File: src/rtl/ex_stage_pkg.sv
// Shared encodings for the MIPS execute stage: ALU op selects, R-type funct codes
// and the multiply/divide sequencer states.
package ex_pkg;

   localparam logic [1:0] ALUOP_ADD   = 2'b00;
   localparam logic [1:0] ALUOP_SUB   = 2'b01;
   localparam logic [1:0] ALUOP_RTYPE = 2'b10;
   localparam logic [1:0] ALUOP_ORI   = 2'b11;

   localparam logic [5:0] FUNCT_ADD   = 6'h20;
   localparam logic [5:0] FUNCT_SUB   = 6'h22;
   localparam logic [5:0] FUNCT_AND   = 6'h24;
   localparam logic [5:0] FUNCT_OR    = 6'h25;
   localparam logic [5:0] FUNCT_SLT   = 6'h2A;
   localparam logic [5:0] FUNCT_MULTU = 6'h18;
   localparam logic [5:0] FUNCT_DIVU  = 6'h1A;
   localparam logic [5:0] FUNCT_MFHI  = 6'h10;
   localparam logic [5:0] FUNCT_MFLO  = 6'h12;

   typedef enum logic [1:0] {
      MD_IDLE = 2'd0,
      MD_BUSY = 2'd1,
      MD_DONE = 2'd2
   } md_state_e;

   function automatic logic is_md_funct(input logic [5:0] funct);
      return (funct == FUNCT_MULTU) || (funct == FUNCT_DIVU);
   endfunction

endpackage

File: src/rtl/ex_stage_if.sv
// ID/EX -> EX -> EX/MEM signal bundle; master is the upstream/downstream pipeline,
// slave is the execute stage itself.
interface ex_stage_if #(parameter int XLEN = 32);
   logic            in_valid;
   logic            flush;
   logic [1:0]      wb_ctl;
   logic [2:0]      m_ctl;
   logic            regdst;
   logic            alusrc;
   logic [1:0]      aluop;
   logic [XLEN-1:0] npc;
   logic [XLEN-1:0] rdata1;
   logic [XLEN-1:0] rdata2;
   logic [XLEN-1:0] s_extend;
   logic [4:0]      instr_2016;
   logic [4:0]      instr_1511;
   logic            stall;
   logic            ex_valid;
   logic [1:0]      wb_ctlout;
   logic [2:0]      m_ctlout;
   logic [XLEN-1:0] add_result;
   logic            zero;
   logic [XLEN-1:0] alu_result;
   logic [XLEN-1:0] rdata2out;
   logic [4:0]      muxout;

   modport master (
      output in_valid, flush, wb_ctl, m_ctl, regdst, alusrc, aluop, npc,
             rdata1, rdata2, s_extend, instr_2016, instr_1511,
      input  stall, ex_valid, wb_ctlout, m_ctlout, add_result, zero,
             alu_result, rdata2out, muxout
   );

   modport slave (
      input  in_valid, flush, wb_ctl, m_ctl, regdst, alusrc, aluop, npc,
             rdata1, rdata2, s_extend, instr_2016, instr_1511,
      output stall, ex_valid, wb_ctlout, m_ctlout, add_result, zero,
             alu_result, rdata2out, muxout
   );
endinterface

File: src/rtl/ex_stage_md_unit.sv
// Iterative unsigned multiply (shift-add) / divide (restoring) unit, one bit per
// cycle, XLEN cycles per operation, owning the architectural HI/LO registers.
module md_unit
   import ex_pkg::*;
#(
   parameter int XLEN = 32
) (
   input  logic            clk,
   input  logic            rst_n,
   input  logic            start,
   input  logic            op,
   input  logic [XLEN-1:0] a,
   input  logic [XLEN-1:0] b,
   input  logic            abort,
   output logic            busy,
   output logic            done,
   output logic [XLEN-1:0] hi,
   output logic [XLEN-1:0] lo
);
   localparam int CW = $clog2(XLEN + 1);

   md_state_e       state_q, state_d;
   logic [CW-1:0]   cnt_q, cnt_d;
   logic            op_q, op_d;
   logic [XLEN-1:0] b_q, b_d, wh_q, wh_d, wl_q, wl_d, hi_q, hi_d, lo_q, lo_d;
   logic [XLEN:0]   sum_s, shift_s, diff_s;
   logic [XLEN-1:0] step_hi_s, step_lo_s;

   // One iteration: op 0 = multiply step, op 1 = divide step.
   always_comb begin
      sum_s   = {1'b0, wh_q} + {1'b0, (wl_q[0] ? b_q : {XLEN{1'b0}})};
      shift_s = {wh_q, wl_q[XLEN-1]};
      diff_s  = shift_s - {1'b0, b_q};
      if (op_q == 1'b0) begin
         step_hi_s = sum_s[XLEN:1];
         step_lo_s = {sum_s[0], wl_q[XLEN-1:1]};
      end else if (diff_s[XLEN] == 1'b0) begin
         step_hi_s = diff_s[XLEN-1:0];
         step_lo_s = {wl_q[XLEN-2:0], 1'b1};
      end else begin
         step_hi_s = shift_s[XLEN-1:0];
         step_lo_s = {wl_q[XLEN-2:0], 1'b0};
      end
   end

   // Sequencer next state; a zero divisor simply yields all-ones quotient and A as remainder.
   always_comb begin
      state_d = state_q;
      cnt_d   = cnt_q;
      op_d    = op_q;
      b_d     = b_q;
      wh_d    = wh_q;
      wl_d    = wl_q;
      hi_d    = hi_q;
      lo_d    = lo_q;
      case (state_q)
         MD_IDLE: begin
            if (start) begin
               state_d = MD_BUSY;
               cnt_d   = CW'(XLEN);
               op_d    = op;
               b_d     = b;
               wh_d    = {XLEN{1'b0}};
               wl_d    = a;
            end else begin
               state_d = MD_IDLE;
            end
         end
         MD_BUSY: begin
            if (abort) begin
               state_d = MD_IDLE;
               cnt_d   = {CW{1'b0}};
            end else begin
               wh_d  = step_hi_s;
               wl_d  = step_lo_s;
               cnt_d = cnt_q - CW'(1);
               if (cnt_q == CW'(1)) begin
                  hi_d    = step_hi_s;
                  lo_d    = step_lo_s;
                  state_d = MD_DONE;
               end else begin
                  state_d = MD_BUSY;
               end
            end
         end
         MD_DONE: state_d = MD_IDLE;
         default: state_d = MD_IDLE;
      endcase
   end

   // Sequencer and HI/LO state.
   always_ff @(posedge clk or negedge rst_n) begin
      if (!rst_n) begin
         state_q <= MD_IDLE;
         cnt_q   <= {CW{1'b0}};
         op_q    <= 1'b0;
         b_q     <= {XLEN{1'b0}};
         wh_q    <= {XLEN{1'b0}};
         wl_q    <= {XLEN{1'b0}};
         hi_q    <= {XLEN{1'b0}};
         lo_q    <= {XLEN{1'b0}};
      end else begin
         state_q <= state_d;
         cnt_q   <= cnt_d;
         op_q    <= op_d;
         b_q     <= b_d;
         wh_q    <= wh_d;
         wl_q    <= wl_d;
         hi_q    <= hi_d;
         lo_q    <= lo_d;
      end
   end

   assign busy = (state_q == MD_BUSY);
   assign done = (state_q == MD_DONE);
   assign hi   = hi_q;
   assign lo   = lo_q;
endmodule

File: src/rtl/ex_stage.sv
// MIPS execute stage: ALU, branch-target adder, destination select, mult/div
// sequencing with upstream stall, and the EX/MEM pipeline register.
module ex_stage
   import ex_pkg::*;
#(
   parameter int XLEN = 32
) (
   input  logic       clk,
   input  logic       rst_n,
   ex_stage_if.slave  bus
);
   logic [5:0]      funct_s;
   logic [XLEN-1:0] op_b_s, alu_s, md_hi_s, md_lo_s;
   logic            md_busy_s, md_done_s, md_idle_s, start_req_s, stall_s, capture_s;

   logic            ex_valid_q, ex_valid_d, zero_q, zero_d;
   logic [1:0]      wb_q, wb_d;
   logic [2:0]      m_q, m_d;
   logic [XLEN-1:0] add_q, add_d, alu_q, alu_d, rd2_q, rd2_d;
   logic [4:0]      mux_q, mux_d;

   assign funct_s     = bus.s_extend[5:0];
   assign op_b_s      = bus.alusrc ? bus.s_extend : bus.rdata2;
   assign md_idle_s   = !md_busy_s && !md_done_s;
   assign start_req_s = bus.in_valid && !bus.flush && (bus.aluop == ALUOP_RTYPE) && is_md_funct(funct_s);
   // Stall covers the detect cycle plus every busy cycle; forced low while in reset.
   assign stall_s     = rst_n && (md_busy_s || (md_idle_s && start_req_s));
   assign capture_s   = bus.in_valid && !bus.flush && !stall_s;

   md_unit #(.XLEN(XLEN)) u_md (
      .clk   (clk),
      .rst_n (rst_n),
      .start (start_req_s),
      .op    (funct_s == FUNCT_DIVU),
      .a     (bus.rdata1),
      .b     (bus.rdata2),
      .abort (bus.flush),
      .busy  (md_busy_s),
      .done  (md_done_s),
      .hi    (md_hi_s),
      .lo    (md_lo_s)
   );

   // ALU; multu/divu fall into the default and therefore report zero.
   always_comb begin
      alu_s = {XLEN{1'b0}};
      case (bus.aluop)
         ALUOP_ADD: alu_s = bus.rdata1 + op_b_s;
         ALUOP_SUB: alu_s = bus.rdata1 - op_b_s;
         ALUOP_ORI: alu_s = bus.rdata1 | {{(XLEN-16){1'b0}}, bus.s_extend[15:0]};
         ALUOP_RTYPE: begin
            case (funct_s)
               FUNCT_ADD:  alu_s = bus.rdata1 + op_b_s;
               FUNCT_SUB:  alu_s = bus.rdata1 - op_b_s;
               FUNCT_AND:  alu_s = bus.rdata1 & op_b_s;
               FUNCT_OR:   alu_s = bus.rdata1 | op_b_s;
               FUNCT_SLT:  alu_s = {{(XLEN-1){1'b0}}, ($signed(bus.rdata1) < $signed(op_b_s))};
               FUNCT_MFHI: alu_s = md_hi_s;
               FUNCT_MFLO: alu_s = md_lo_s;
               default:    alu_s = {XLEN{1'b0}};
            endcase
         end
         default: alu_s = {XLEN{1'b0}};
      endcase
   end

   // EX/MEM next values: bubbles and stalled cycles load all zeros.
   always_comb begin
      if (capture_s) begin
         ex_valid_d = 1'b1;
         wb_d       = bus.wb_ctl;
         m_d        = bus.m_ctl;
         add_d      = bus.npc + {bus.s_extend[XLEN-3:0], 2'b00};
         alu_d      = alu_s;
         zero_d     = (alu_s == {XLEN{1'b0}});
         rd2_d      = bus.rdata2;
         mux_d      = bus.regdst ? bus.instr_1511 : bus.instr_2016;
      end else begin
         ex_valid_d = 1'b0;
         wb_d       = 2'b00;
         m_d        = 3'b000;
         add_d      = {XLEN{1'b0}};
         alu_d      = {XLEN{1'b0}};
         zero_d     = 1'b0;
         rd2_d      = {XLEN{1'b0}};
         mux_d      = 5'd0;
      end
   end

   // EX/MEM pipeline register.
   always_ff @(posedge clk or negedge rst_n) begin
      if (!rst_n) begin
         ex_valid_q <= 1'b0;
         wb_q       <= 2'b00;
         m_q        <= 3'b000;
         add_q      <= {XLEN{1'b0}};
         alu_q      <= {XLEN{1'b0}};
         zero_q     <= 1'b0;
         rd2_q      <= {XLEN{1'b0}};
         mux_q      <= 5'd0;
      end else begin
         ex_valid_q <= ex_valid_d;
         wb_q       <= wb_d;
         m_q        <= m_d;
         add_q      <= add_d;
         alu_q      <= alu_d;
         zero_q     <= zero_d;
         rd2_q      <= rd2_d;
         mux_q      <= mux_d;
      end
   end

   assign bus.stall      = stall_s;
   assign bus.ex_valid   = ex_valid_q;
   assign bus.wb_ctlout  = wb_q;
   assign bus.m_ctlout   = m_q;
   assign bus.add_result = add_q;
   assign bus.zero       = zero_q;
   assign bus.alu_result = alu_q;
   assign bus.rdata2out  = rd2_q;
   assign bus.muxout     = mux_q;
endmodule
File: src/flat_wrapper.sv
// flat-port wrapper written by rule: the top's interface ports become plain ports
module ex_stage_flat import ex_pkg::*;
#(
   parameter int XLEN = 32
)
  (clk, rst_n, bus_in_valid, bus_flush, bus_wb_ctl, bus_m_ctl, bus_regdst, bus_alusrc, bus_aluop, bus_npc, bus_rdata1, bus_rdata2, bus_s_extend, bus_instr_2016, bus_instr_1511, bus_stall, bus_ex_valid, bus_wb_ctlout, bus_m_ctlout, bus_add_result, bus_zero, bus_alu_result, bus_rdata2out, bus_muxout);
  ex_stage_if #(.XLEN(XLEN)) bus_i ();
  input  logic clk;
  input  logic rst_n;
  input wire logic [$bits(bus_i.in_valid)-1:0] bus_in_valid;
  input wire logic [$bits(bus_i.flush)-1:0] bus_flush;
  input wire logic [$bits(bus_i.wb_ctl)-1:0] bus_wb_ctl;
  input wire logic [$bits(bus_i.m_ctl)-1:0] bus_m_ctl;
  input wire logic [$bits(bus_i.regdst)-1:0] bus_regdst;
  input wire logic [$bits(bus_i.alusrc)-1:0] bus_alusrc;
  input wire logic [$bits(bus_i.aluop)-1:0] bus_aluop;
  input wire logic [$bits(bus_i.npc)-1:0] bus_npc;
  input wire logic [$bits(bus_i.rdata1)-1:0] bus_rdata1;
  input wire logic [$bits(bus_i.rdata2)-1:0] bus_rdata2;
  input wire logic [$bits(bus_i.s_extend)-1:0] bus_s_extend;
  input wire logic [$bits(bus_i.instr_2016)-1:0] bus_instr_2016;
  input wire logic [$bits(bus_i.instr_1511)-1:0] bus_instr_1511;
  output wire logic [$bits(bus_i.stall)-1:0] bus_stall;
  output wire logic [$bits(bus_i.ex_valid)-1:0] bus_ex_valid;
  output wire logic [$bits(bus_i.wb_ctlout)-1:0] bus_wb_ctlout;
  output wire logic [$bits(bus_i.m_ctlout)-1:0] bus_m_ctlout;
  output wire logic [$bits(bus_i.add_result)-1:0] bus_add_result;
  output wire logic [$bits(bus_i.zero)-1:0] bus_zero;
  output wire logic [$bits(bus_i.alu_result)-1:0] bus_alu_result;
  output wire logic [$bits(bus_i.rdata2out)-1:0] bus_rdata2out;
  output wire logic [$bits(bus_i.muxout)-1:0] bus_muxout;
  assign bus_i.in_valid = bus_in_valid;
  assign bus_i.flush = bus_flush;
  assign bus_i.wb_ctl = bus_wb_ctl;
  assign bus_i.m_ctl = bus_m_ctl;
  assign bus_i.regdst = bus_regdst;
  assign bus_i.alusrc = bus_alusrc;
  assign bus_i.aluop = bus_aluop;
  assign bus_i.npc = bus_npc;
  assign bus_i.rdata1 = bus_rdata1;
  assign bus_i.rdata2 = bus_rdata2;
  assign bus_i.s_extend = bus_s_extend;
  assign bus_i.instr_2016 = bus_instr_2016;
  assign bus_i.instr_1511 = bus_instr_1511;
  assign bus_stall = bus_i.stall;
  assign bus_ex_valid = bus_i.ex_valid;
  assign bus_wb_ctlout = bus_i.wb_ctlout;
  assign bus_m_ctlout = bus_i.m_ctlout;
  assign bus_add_result = bus_i.add_result;
  assign bus_zero = bus_i.zero;
  assign bus_alu_result = bus_i.alu_result;
  assign bus_rdata2out = bus_i.rdata2out;
  assign bus_muxout = bus_i.muxout;
  ex_stage #(.XLEN(XLEN)) u_core (.clk(clk), .rst_n(rst_n), .bus(bus_i));
endmodule
File: config.mk
export PLATFORM = sky130hd
export DESIGN_NAME = ex_stage_flat
export DESIGN_NICKNAME = d
export VERILOG_FILES = /design/src/rtl/ex_stage_pkg.sv /design/src/rtl/ex_stage_if.sv /design/src/rtl/ex_stage_md_unit.sv /design/src/rtl/ex_stage.sv /design/src/flat_wrapper.sv
export SDC_FILE = /design/constraint.sdc
export NUM_CORES = 1
export LEC_CHECK = 0
export ABC_AREA = 1
export BUFFER_PORTS_ARGS = -buffer_cell sky130_fd_sc_hd__buf_2
export CORE_MARGIN = 10
export CORE_UTILIZATION = 54
export DETAILED_ROUTE_END_ITERATION = 12
export HOLD_SLACK_MARGIN = 0.1
export PLACE_DENSITY = 0.82
export SLEW_MARGIN = 25
export SYNTH_ARGS = -nofsm -noshare
export SYNTH_HDL_FRONTEND = slang
export SYNTH_SLANG_ARGS = --single-unit
File: constraint.sdc
create_clock -name clk -period 7.8 [get_ports clk]
set_input_delay 0.39 -clock clk [delete_from_list [all_inputs] [get_ports clk]]
set_output_delay 0.39 -clock clk [all_outputs]
set_load 0.1 [all_outputs]
### Word-level counts from Yosys, hierarchy flattened

Cells that the tools add are included.

| word-level totals | value |
|---|---|
| register bits | 277 |
| output and inout bits | 109 |

| cells by class | value |
|---|---|
| add/subtract/negate cells | 6 |
| order comparisons | 1 |
| equality and inequality tests | 17 |
| mux-type cells | 30 |
| bitwise logic cells | 4 |
| reductions and logical operators | 21 |

Operators with widths:

| kind | count |
|---|---|
| two-way mux 32 bit | 12 |
| one-hot mux 32 bit (7 select lines) | 1 |
| one-hot mux 32 bit (2 select lines) | 2 |
| one-hot mux 32 bit (4 select lines) | 1 |
| adder 32 bit | 2 |
| adder 32 x 32 -> 33 bit | 1 |
| subtractor 33 x 32 -> 33 bit | 1 |
| bitwise AND 32 bit | 1 |
| logical NOT 32 bit | 1 |
| less-than comparator 32 bit | 1 |
| bitwise OR 32 x 16 -> 32 bit | 1 |
| bitwise OR 32 bit | 1 |
| subtractor 32 bit | 1 |
| == test 6 bit (second input constant) | 5 |
| == test 6 x 5 -> 1 bit (second input constant) | 4 |
| two-way mux 6 bit | 2 |
| one-hot mux 6 bit (2 select lines) | 1 |
| two-way mux 5 bit | 2 |
| logical AND 1 bit | 7 |
| == test 2 bit (second input constant) | 3 |
| == test 6 x 1 -> 1 bit (second input constant) | 1 |
| two-way mux 2 bit | 3 |
| AND reduction 3 bit | 2 |
| subtractor 6 x 1 -> 6 bit (second input constant) | 1 |
| other kinds (12) | 22 |

### Longest topological paths before layout

Gate-level depths: netlist of run 1.

| depth | value |
|---|---|
| depth in word-level cells | 10 |
| mapped depth | 26 |
| gate-level depth less buffers | 25 |

### Modules after synthesis

A second synthesis of run 1 with hierarchy kept.

| second synthesis, totals | value |
|---|---|
| cell total of the unflattened synthesis | 4,298 |
| area, all modules | 26,462.9 sq um |

Modules (own cells, without submodules):

| module | times used | cells an instance | area an instance (sq um) |
|---|---|---|---|
| ex_stage | 1 | 2,317 | 13,674.4 |
| md_unit | 1 | 1,981 | 12,788.5 |

### Worst setup path after synthesis of run 1

Ideal clock, no wire load.

| timing path | value |
|---|---|
| path type | input port to flip-flop |
| start point | input bus_alusrc |
| end point | register u_core.zero_q (netlist: u_core.bus.zero) |
| arrival time | 2.958 ns |
| data required time | 7.729 ns |
| path slack | 4.771 ns |
| stages on the path | 24 |
| buffers on the path | 2 |
| cell sequence | clkbuf_1 > clkbuf_1 > nand2_1 > o21ai_0 > inv_1 > ha_1 > fa_1 > nand2_1 > nand3_1 > nand2_1 > inv_1 > nand2_1 > nand2_1 > nand2_1 > nand3_1 > nand3_1 > nand2_1 > nand2_1 > nand3_1 > nand2_1 > nand2_1 > nor2_1 > nand3_1 > nor2_1 |

| between the ends | value |
|---|---|
| longest elaborated chain between the ends | 6 |
| elaborated cells on any way between the ends | 10 |

RTL lines:

| what | RTL line | RTL |
|---|---|---|
| from (decl) | flat_wrapper.sv:15 | `input wire logic [$bits(bus_i.alusrc)-1:0] bus_alusrc;` |
| two-way mux 32 bit (*) | ex_stage.sv:23 | `assign op_b_s = bus.alusrc ? bus.s_extend : bus.rdata2;` |
| subtractor 32 bit (tied with other cells) | ex_stage.sv:49, ex_stage.sv:54 |  |
| one-hot mux 32 bit (7 select lines) | ex_stage.sv:52 | `case (funct_s)` |
| one-hot mux 32 bit (4 select lines) (*) | ex_stage.sv:47 | `case (bus.aluop)` |
| logical NOT 32 bit (*) | ex_stage.sv:75 | `zero_d = (alu_s == {XLEN{1'b0}});` |
| two-way mux 1 bit (*) | ex_stage.sv:69 | `if (capture_s) begin` |
| via u_core.zero_d | ex_stage.sv:16 | `logic ex_valid_q, ex_valid_d, zero_q, zero_d;` |
| to (signal assigned) | ex_stage.sv:107 | `zero_q <= zero_d;` |
| to (decl) | ex_stage.sv:16 |  |

The timed path passes the listed nets; every way through them passes the cells marked *.
A chain may end at the register's enable or synchronous reset.

### Final worst setup path of run 1

| timing path | value |
|---|---|
| start point | register u_core.u_md.wl_q[31] |
| end point | register u_core.u_md.hi_q[27] (netlist: u_core.u_md.hi[27]) |

| between the ends | value |
|---|---|
| longest elaborated chain between the ends | 3 |

RTL lines:

| what | RTL line | RTL |
|---|---|---|
| from (decl) | ex_stage_md_unit.sv:25 | `logic [XLEN-1:0] b_q, b_d, wh_q, wh_d, wl_q, wl_d, hi_q, hi_d, lo_q, lo_d;` |
| from (signal assigned) | ex_stage_md_unit.sv:99 | `wl_q <= {XLEN{1'b0}};` |
| from (signal assigned) | ex_stage_md_unit.sv:108 | `wl_q <= wl_d;` |
| subtractor 33 x 32 -> 33 bit | ex_stage_md_unit.sv:33 | `diff_s = shift_s - {1'b0, b_q};` |
| two-way mux 32 bit | ex_stage_md_unit.sv:37 | `end else if (diff_s[XLEN] == 1'b0) begin` |
| two-way mux 32 bit | ex_stage_md_unit.sv:34 | `if (op_q == 1'b0) begin` |
| to (signal assigned) | ex_stage_md_unit.sv:100 | `hi_q <= {XLEN{1'b0}};` |
| to (signal assigned) | ex_stage_md_unit.sv:109 | `hi_q <= hi_d;` |
| to (decl) | ex_stage_md_unit.sv:25 |  |

Every way passes these cells.

==> impl_metrics.csv, run 1 <==
group,metric,value,unit
layout,layout.cells.most_common_list,"sky130_fd_sc_hd__nand2_1 (1317), sky130_fd_sc_hd__inv_1 (635), sky130_fd_sc_hd__nor2_1 (339), sky130_fd_sc_hd__o21ai_0 (295), sky130_fd_sc_hd__nand3_1 (278)",
clock_network,cts.sink_count,277,
yosys,synth.cell_area,0.02540,mm^2
clock_network,cts-resized-gates,0,
routing,ant_nets,0,
clock_network,clock_tree.root_cell,"sky130_fd_sc_hd__clkbuf_16",
pwr,vdd_drop_max,0.0001892,V
clock_network,ctsHtreeMaxLevel,2,
critical_path,slowest_delay,0.48,ns
placed_design,dp.final_hpwl,81790,um
layout,area_growth,12.16,%
placed_design,placed_cells,4837,
floorplan,floorplan.io_pins,260,
clock_network,post_cts.repair.setup_buffers,0,
yosys,yosys_warns,0,
clock_network,cts_hold_buffers,20,
yosys,async_reset_ff_frac,1.000,
pwr,leakage_power,16.49,nW
global_routing,initial_antenna_violation_count,1,
critical_path,path_cells,"inv_1 > ha_1 > inv_1 > fa_1 > nand3_1 > nand2_2 > nand3_1 > nand2_1 > nand2_1 > nand2_2 > nand2_1 > nand2_2 > nand4_2 > nand2_1 > nand2_2 > nand2_4 > nor2_2 > nand2_1 > nand4_1 > nand2_1",
routing,vias,27730,
pwr,power-per-cell-area,171.3,mW/mm^2
sta,max_clock_freq,0.2751,GHz
critical_path,cpLargestDelayFamily,"simple AND/OR/NAND/NOR gates",
yosys,post_synth_num_cell_types,61,
routing,detailedRoute.firstIterationViolations,3412,
clock_network,cts_inserted_buffers,34,
routing,detail_route.drc_violations,0,
placed_design,placement.setup.worst_slack,3.837,ns
layout,final_nets,4659,
global_routing,grt.total_usage,0.3530,
global_routing,first_global_vias,26650,
layout,layout-drive-gt1-share,0.09561,
sta,period_needed,3.635,ns
sta,setup_viol_count_final,0,
routing,route.detailed.wl_per_inst,20.76,um
yosys,yosysSeqAreaShare,0.2729,
run,maxCapViolations,0,
floorplan,row_count,79,
critical_path,critical_path_required,8.23,ns
routing,first_pass_iters,8,
critical_path,crit_path_top_delay_cell,"sky130_fd_sc_hd__dfrtp_1",
layout,layout_commonest_cell,"sky130_fd_sc_hd__nand2_1",
sta,worst_pin_slew,0.9824,ns
placed_design,placed_area,0.02716,mm^2
critical_path,cpMostUsedCell,"sky130_fd_sc_hd__nand2_1",
sta,worst_rel_slew_slack,0.3410,
sta,final_critical_path_share_of_the_clock_period,0.4660,
yosys,synth_compound_area_frac,0.1454,
yosys,synth_top_family_by_area,"simple AND/OR/NAND/NOR gates",
yosys,synthMuxAreaShare,0,
sta,report.final.hold_viol_count,0,
sta,setup_repair_after_global_routing_missed_its_margin,"no",
yosys,postSynthAreaPerCell,6.265,um^2
placed_design,i_o_buffers,259,
routing,wl,102100,um
yosys,yosysTopAreaCellShare,0.2729,
yosys,synth_edf_count,0,
floorplan,start_util,0.5457,
global_routing,grt_pass1_wl,155600,um
floorplan,fp.dieArea,0.05612,mm^2
clock_network,clk_path_buf_depth,3,
sta,layout_setup_ws,4.165,ns
yosys,synth_top_cells_by_area,"sky130_fd_sc_hd__dfrtp_1 (27%), sky130_fd_sc_hd__nand2_1 (19%), sky130_fd_sc_hd__ha_1 (11%)",
clock_network,tritoncts,"done",
layout,postLayoutCellArea,0.02849,mm^2
layout,utilization,0.6121,
critical_path,timing.critical_path.buf_inv,2,
yosys,cell_accounting_for_the_most_synthesized_area,"sky130_fd_sc_hd__dfrtp_1",
critical_path,path_class,"reg2reg",
global_routing,globalRoute.totalOverflow,0,
sta,clock-skew-final,0.02484,ns
placed_design,gp_congestion,1.059,
layout,finish.cell_count_without_fillers,4917,
critical_path,end_kind,"register",
yosys,post_synth_inst_count,4055,
critical_path,crit_arrival,4.06,ns
floorplan,chipWidth,236.9,um
yosys,post_synth_and_or_nand_nor_area_fraction,0.3384,
layout,filler_cell_count,4602,
yosys,yosys.area_share.xor_xnor,0.01517,
pwr,finalPower,4.882,mW
yosys,synth.net_count,4428,
clock_network,clkLatencyLatePin,0.56,ns
global_routing,grt_start_max_net_pins,66,
sta,final-max-slew-violation-count,0,
critical_path,timing.critical_path.from_type,"register",
floorplan,die_y,236.9,um
sta,fin_worst_hold_slack,0.1324,ns
sta,setup_total_neg_slack,0,ns
yosys,synth-main-ff-cell,"sky130_fd_sc_hd__dfrtp_1",
yosys,synthAdderAreaFrac,0.1108,
clock_network,cts.clk_slew.worst_paths,0.06,ns
critical_path,largest_fanout_on_the_critical_path,34,
run_status,result_of_the_run,"completed",
hold_path,min-delay-path-class,"in2reg",
routing,route.detailed.vias_per_inst,5.640,
yosys,synth-seq-cells,277,
floorplan,core_region_area,0.04656,mm^2
path summary, 6_finish.rpt:
check	start	depth (start not counted)	slack, ns	endpoint
min reg2reg	u_core.u_md.lo[21]	2	0.48	u_core.u_md.lo[21]
max	u_core.u_md.wl_q[31]	20	4.16	u_core.u_md.hi[27]
max reg2reg	u_core.u_md.wl_q[31]	20	4.16	u_core.u_md.hi[27]
min in group asynchronous	rst_n	2	0.34	u_core.u_md.hi[14]
min	bus_rdata2[29]	3	0.13	u_core.bus.rdata2out[29]
max in group asynchronous	rst_n	4	5.34	u_core.bus.alu_result[8]
where the power goes:
part | internal [mW] | switching, mW
clock | 0.941 | 0.679
sequential | 1.52 | 0.0474
combinational | 0.436 | 1.26
synth_stat cells (all sizes together), types with 4 or more instances:
| cell | n |
|---|---|
| nand2 | 1330 |
| inv | 651 |
| nor2 | 349 |
| o21ai | 305 |
| nand3 | 283 |
| dfrtp | 277 |
| ha | 217 |
| a21oi | 211 |
| clkbuf | 63 |
| nand4 | 51 |
| buf | 47 |
| o211ai | 37 |
| xor2 | 27 |
| nor3 | 24 |
| o21bai | 21 |
| or2 | 18 |
| xnor2 | 17 |
| a21o | 14 |
| nand3b | 14 |
| o22ai | 14 |
| a221oi | 11 |
| a31oi | 10 |
| nor4 | 8 |
| o21a | 7 |
| a22oi | 6 |
| and2 | 5 |
| fa | 5 |
| a21boi | 4 |
| clkinv | 4 |
| o221ai | 4 |
layout make-up:
class / count / area (um^2) / share of cell area
sequential: 277 / 6933 / 0.2433
multi-input combinational: 3013 / 15510 / 0.5445
antenna: 1 / 2.502 / 0.00008782
clock buffer: 44 / 958.4 / 0.03363
timing repair buffer: 305 / 1702 / 0.05972
inverter: 655 / 2460 / 0.08633
tap: 607 / 759.5 / 0.02665
clock inverter: 15 / 165.2 / 0.005796
per-layer routing:
layer  vias up  GRT usage  wire (um)
met4         2     0.1585       4946
met5         -          0         13
met2      1432     0.5520      44900
met1     12700     0.4578      41850
met3       238    0.07954      10390
li1      13370          -          -
worst reg2reg max path, delay by kind of cell (launching register included):
kind | cells | cell delay [ns]
buffers and inverters | 2 | 0.38
AND/OR/NAND/NOR | 16 | 2.01
flip-flops | 1 | 0.48
adder cells (fa/ha/maj) | 2 | 0.65
sequential cells by signal, indices dropped and copies added, names as in the netlist, 32 cells and up:
register,cells
u_core.bus.add_result,32
u_core.bus.alu_result,32
u_core.bus.rdata2out,32
u_core.u_md.b_q,32
u_core.u_md.hi,32
u_core.u_md.lo,32
u_core.u_md.wh_q,32
u_core.u_md.wl_q,32
kinds of logic after synthesis:
logic type,after synthesis
compound gates,661
xor+xnor,44
fa+ha+maj,222
buf+inv,765
flops,277
simple gates,2086
Note: power is estimated with default switching activity, not from simulation.
==> run 2, diff against run 1 <==
==> constraint.sdc (replaced) <==
create_clock -name clk -period 3.6 [get_ports clk]
set_input_delay 0.18 -clock clk [delete_from_list [all_inputs] [get_ports clk]]
set_output_delay 0.18 -clock clk [all_outputs]
set_load 0.1 [all_outputs]
==> run 2 against run 1 <==
Die area unchanged. Non-clock buffer count grew 176. Count of clock-buffer cells in the layout is 6 higher. Routed wire length rose by 6.2%. Global-route usage grew 2.1 points. Final cell count up 3.7%. Largest cell class unchanged. First-iteration DRC count up 5.4%. Clock skew rose by 0.0020 ns.
==> impl_metrics.csv, run 2 (synthesized netlist as in run 1, its figures left out) <==
group,metric,value,unit
pwr,cell_int_power,6.477,mW
sta,period_needed,3.413,ns
critical_path,end_kind,"register",
critical_path,path_class,"in2reg",
global_routing,grt.total_usage,0.3744,
sta,setup_viol_count_final,0,
clock_network,ctsHtreeMaxLevel,2,
placed_design,i_o_buffers,259,
hold_path,min_delay_path_depth,5,
floorplan,die_y,236.9,um
pwr,power-per-cell-area,363.8,mW/mm^2
pwr,net-switching-power,4.478,mW
clock_network,cts.clk_slew.worst_paths,0.06,ns
sta,max_clock_freq,0.2930,GHz
routing,first_pass_iters,6,
sta,setup_repair_after_global_routing_missed_its_margin,"no",
floorplan,floorplan.io_pins,260,
clock_network,clk_path_buf_depth,3,
run,maxCapViolations,0,
sta,worst_pin_slew,0.7957,ns
floorplan,start_util,0.5457,
routing,detail_route.drc_violations,0,
pwr,p_seq_frac,0.310,
routing,ant_nets,0,
critical_path,crit_arrival,3.93,ns
routing,route.detailed.vias_per_inst,5.715,
layout,layout-drive-gt1-share,0.1125,
sta,final-max-slew-violation-count,0,
global_routing,globalRoute.totalOverflow,0,
global_routing,initial_antenna_violation_count,7,
layout,finish.cell_count_without_fillers,5098,
routing,route.detailed.wl_per_inst,21.27,um
floorplan,fp.dieArea,0.05612,mm^2
routing,vias,29140,
pwr,clock_power_share,0.329,
floorplan,row_count,79,
global_routing,first_global_vias,28350,
sta,worst_rel_slew_slack,0.4689,
pwr,power.share.combinational,0.361,
critical_path,timing.critical_path.from_type,"input port",
placed_design,dp.final_hpwl,85340,um
placed_design,gp_congestion,1.056,
pwr,vdd_drop_max,0.0005356,V
clock_network,clock_tree.root_cell,"sky130_fd_sc_hd__clkbuf_16",
hold_path,min-delay-path-class,"in2reg",
sta,report.final.hold_viol_count,0,
routing,wl,108400,um
layout,layout.cells.most_common_list,"sky130_fd_sc_hd__nand2_1 (1317), sky130_fd_sc_hd__inv_1 (636), sky130_fd_sc_hd__nor2_1 (339), sky130_fd_sc_hd__o21ai_0 (293), sky130_fd_sc_hd__nand3_1 (278)",
layout,final_nets,4836,
clock_network,cts_inserted_buffers,35,
placed_design,placed_cells,4931,
clock_network,clkLatencyLatePin,0.59,ns
floorplan,chipWidth,236.9,um
layout,area_growth,18.52,%
critical_path,rr_worst_depth,12,
sta,clock-skew-final,0.02686,ns
clock_network,cts.sink_count,277,
critical_path,critical_path_required,4.12,ns
critical_path,largest_fanout_on_the_critical_path,4,
placed_design,placement.setup.worst_slack,-0.2855,ns
global_routing,grt_start_max_net_pins,146,
layout,layout_commonest_cell,"sky130_fd_sc_hd__nand2_1",
routing,detailedRoute.firstIterationViolations,3596,
sta,final_critical_path_share_of_the_clock_period,0.9481,
clock_network,tritoncts,"done",
sta,layout_setup_ws,0.1867,ns
layout,utilization,0.6468,
floorplan,core_region_area,0.04656,mm^2
clock_network,post_cts.repair.setup_buffers,0,
pwr,leakage_power,17.32,nW
run_status,result_of_the_run,"completed",
pwr,finalPower,10.96,mW
sta,fin_worst_hold_slack,0.1074,ns
global_routing,grt_pass1_wl,164500,um
pwr,swShare,0.4087,
==> run 2: power by group through the flow <==
stage               logic (mW)  registers (mW)  clock network (mW)
CTS                       3.83            3.40                3.60
finish                    3.96            3.40                3.60
global placement          3.71            3.44                   0
detailed placement        3.71            3.45                   0
floorplan                 2.00            3.91                   0
global route              4.27            3.42                3.73
==> run 2: layer usage <==
metal / vias up / share of wire / GRT usage
li1: 13710 / - / -
met2: 1655 / 0.45 / 0.6033
met1: 13470 / 0.40 / 0.4767
met4: 4 / 0.050 / 0.1675
met5: - / 0.00039 / 0
met3: 295 / 0.10 / 0.07514
==> run 2: worst max-delay path, stage by stage <==
cell	delay (ns)
sky130_fd_sc_hd__dlygate4sd3_1	0.53
sky130_fd_sc_hd__buf_2	0.16
sky130_fd_sc_hd__o21ai_1	0.42
sky130_fd_sc_hd__ha_1	0.44
sky130_fd_sc_hd__nor2_1	0.29
sky130_fd_sc_hd__nand2_1	0.14
sky130_fd_sc_hd__nor2_1	0.39
sky130_fd_sc_hd__and2_1	0.20
sky130_fd_sc_hd__nand2_1	0.15
sky130_fd_sc_hd__nand3_1	0.15
sky130_fd_sc_hd__nand3_1	0.14
sky130_fd_sc_hd__a21oi_1	0.16
sky130_fd_sc_hd__nand2_1	0.06
sky130_fd_sc_hd__nand2_1	0.15
sky130_fd_sc_hd__nand2_1	0.08
sky130_fd_sc_hd__nor2_1	0.11
sky130_fd_sc_hd__nand3_1	0.08
sky130_fd_sc_hd__nor2_1	0.09
==> run 2: cell type report <==
type / instances / area [um^2]
clock inverter: 13 / 147.6
clock buffer: 50 / 1002
sequential: 277 / 6933
tap: 607 / 759.5
multi-input combinational: 3013 / 15510
fill: 4381 / 16450
antenna: 2 / 5.005
inverter: 655 / 2460
timing repair buffer: 481 / 3294
==> run 2: path summary, 6_finish.rpt <==
check | slack, ns | to | from
max | 0.19 | u_core.bus.zero | bus_rdata2[24]
min | 0.11 | u_core.bus.add_result[31] | bus_npc[30]
max reg2reg | 0.34 | u_core.u_md.wl_q[0] | u_core.u_md.b_q[19]
min reg2reg | 0.47 | u_core.u_md.lo[21] | u_core.u_md.lo[21]
max in group asynchronous | 2.27 | u_core.u_md.wl_q[30] | rst_n
min in group asynchronous | 0.14 | u_core.u_md.b_q[27] | rst_n
==> run 2: through the flow <==
step                      cell area [um^2]  setup TNS [ns]
after global placement               27930         -0.3803
final                                30110               0
after CTS                            30100               0
after floorplan                      25400               0
after detailed placement             27930         -0.4286
after global routing                 30110               0
==> run 2: timing repair <==
item                       in CTS  in global routing
gates resized for setup         0                  3
setup endpoints to repair       0                  2
hold endpoints to repair      159                  0
hold buffers                  102                  0
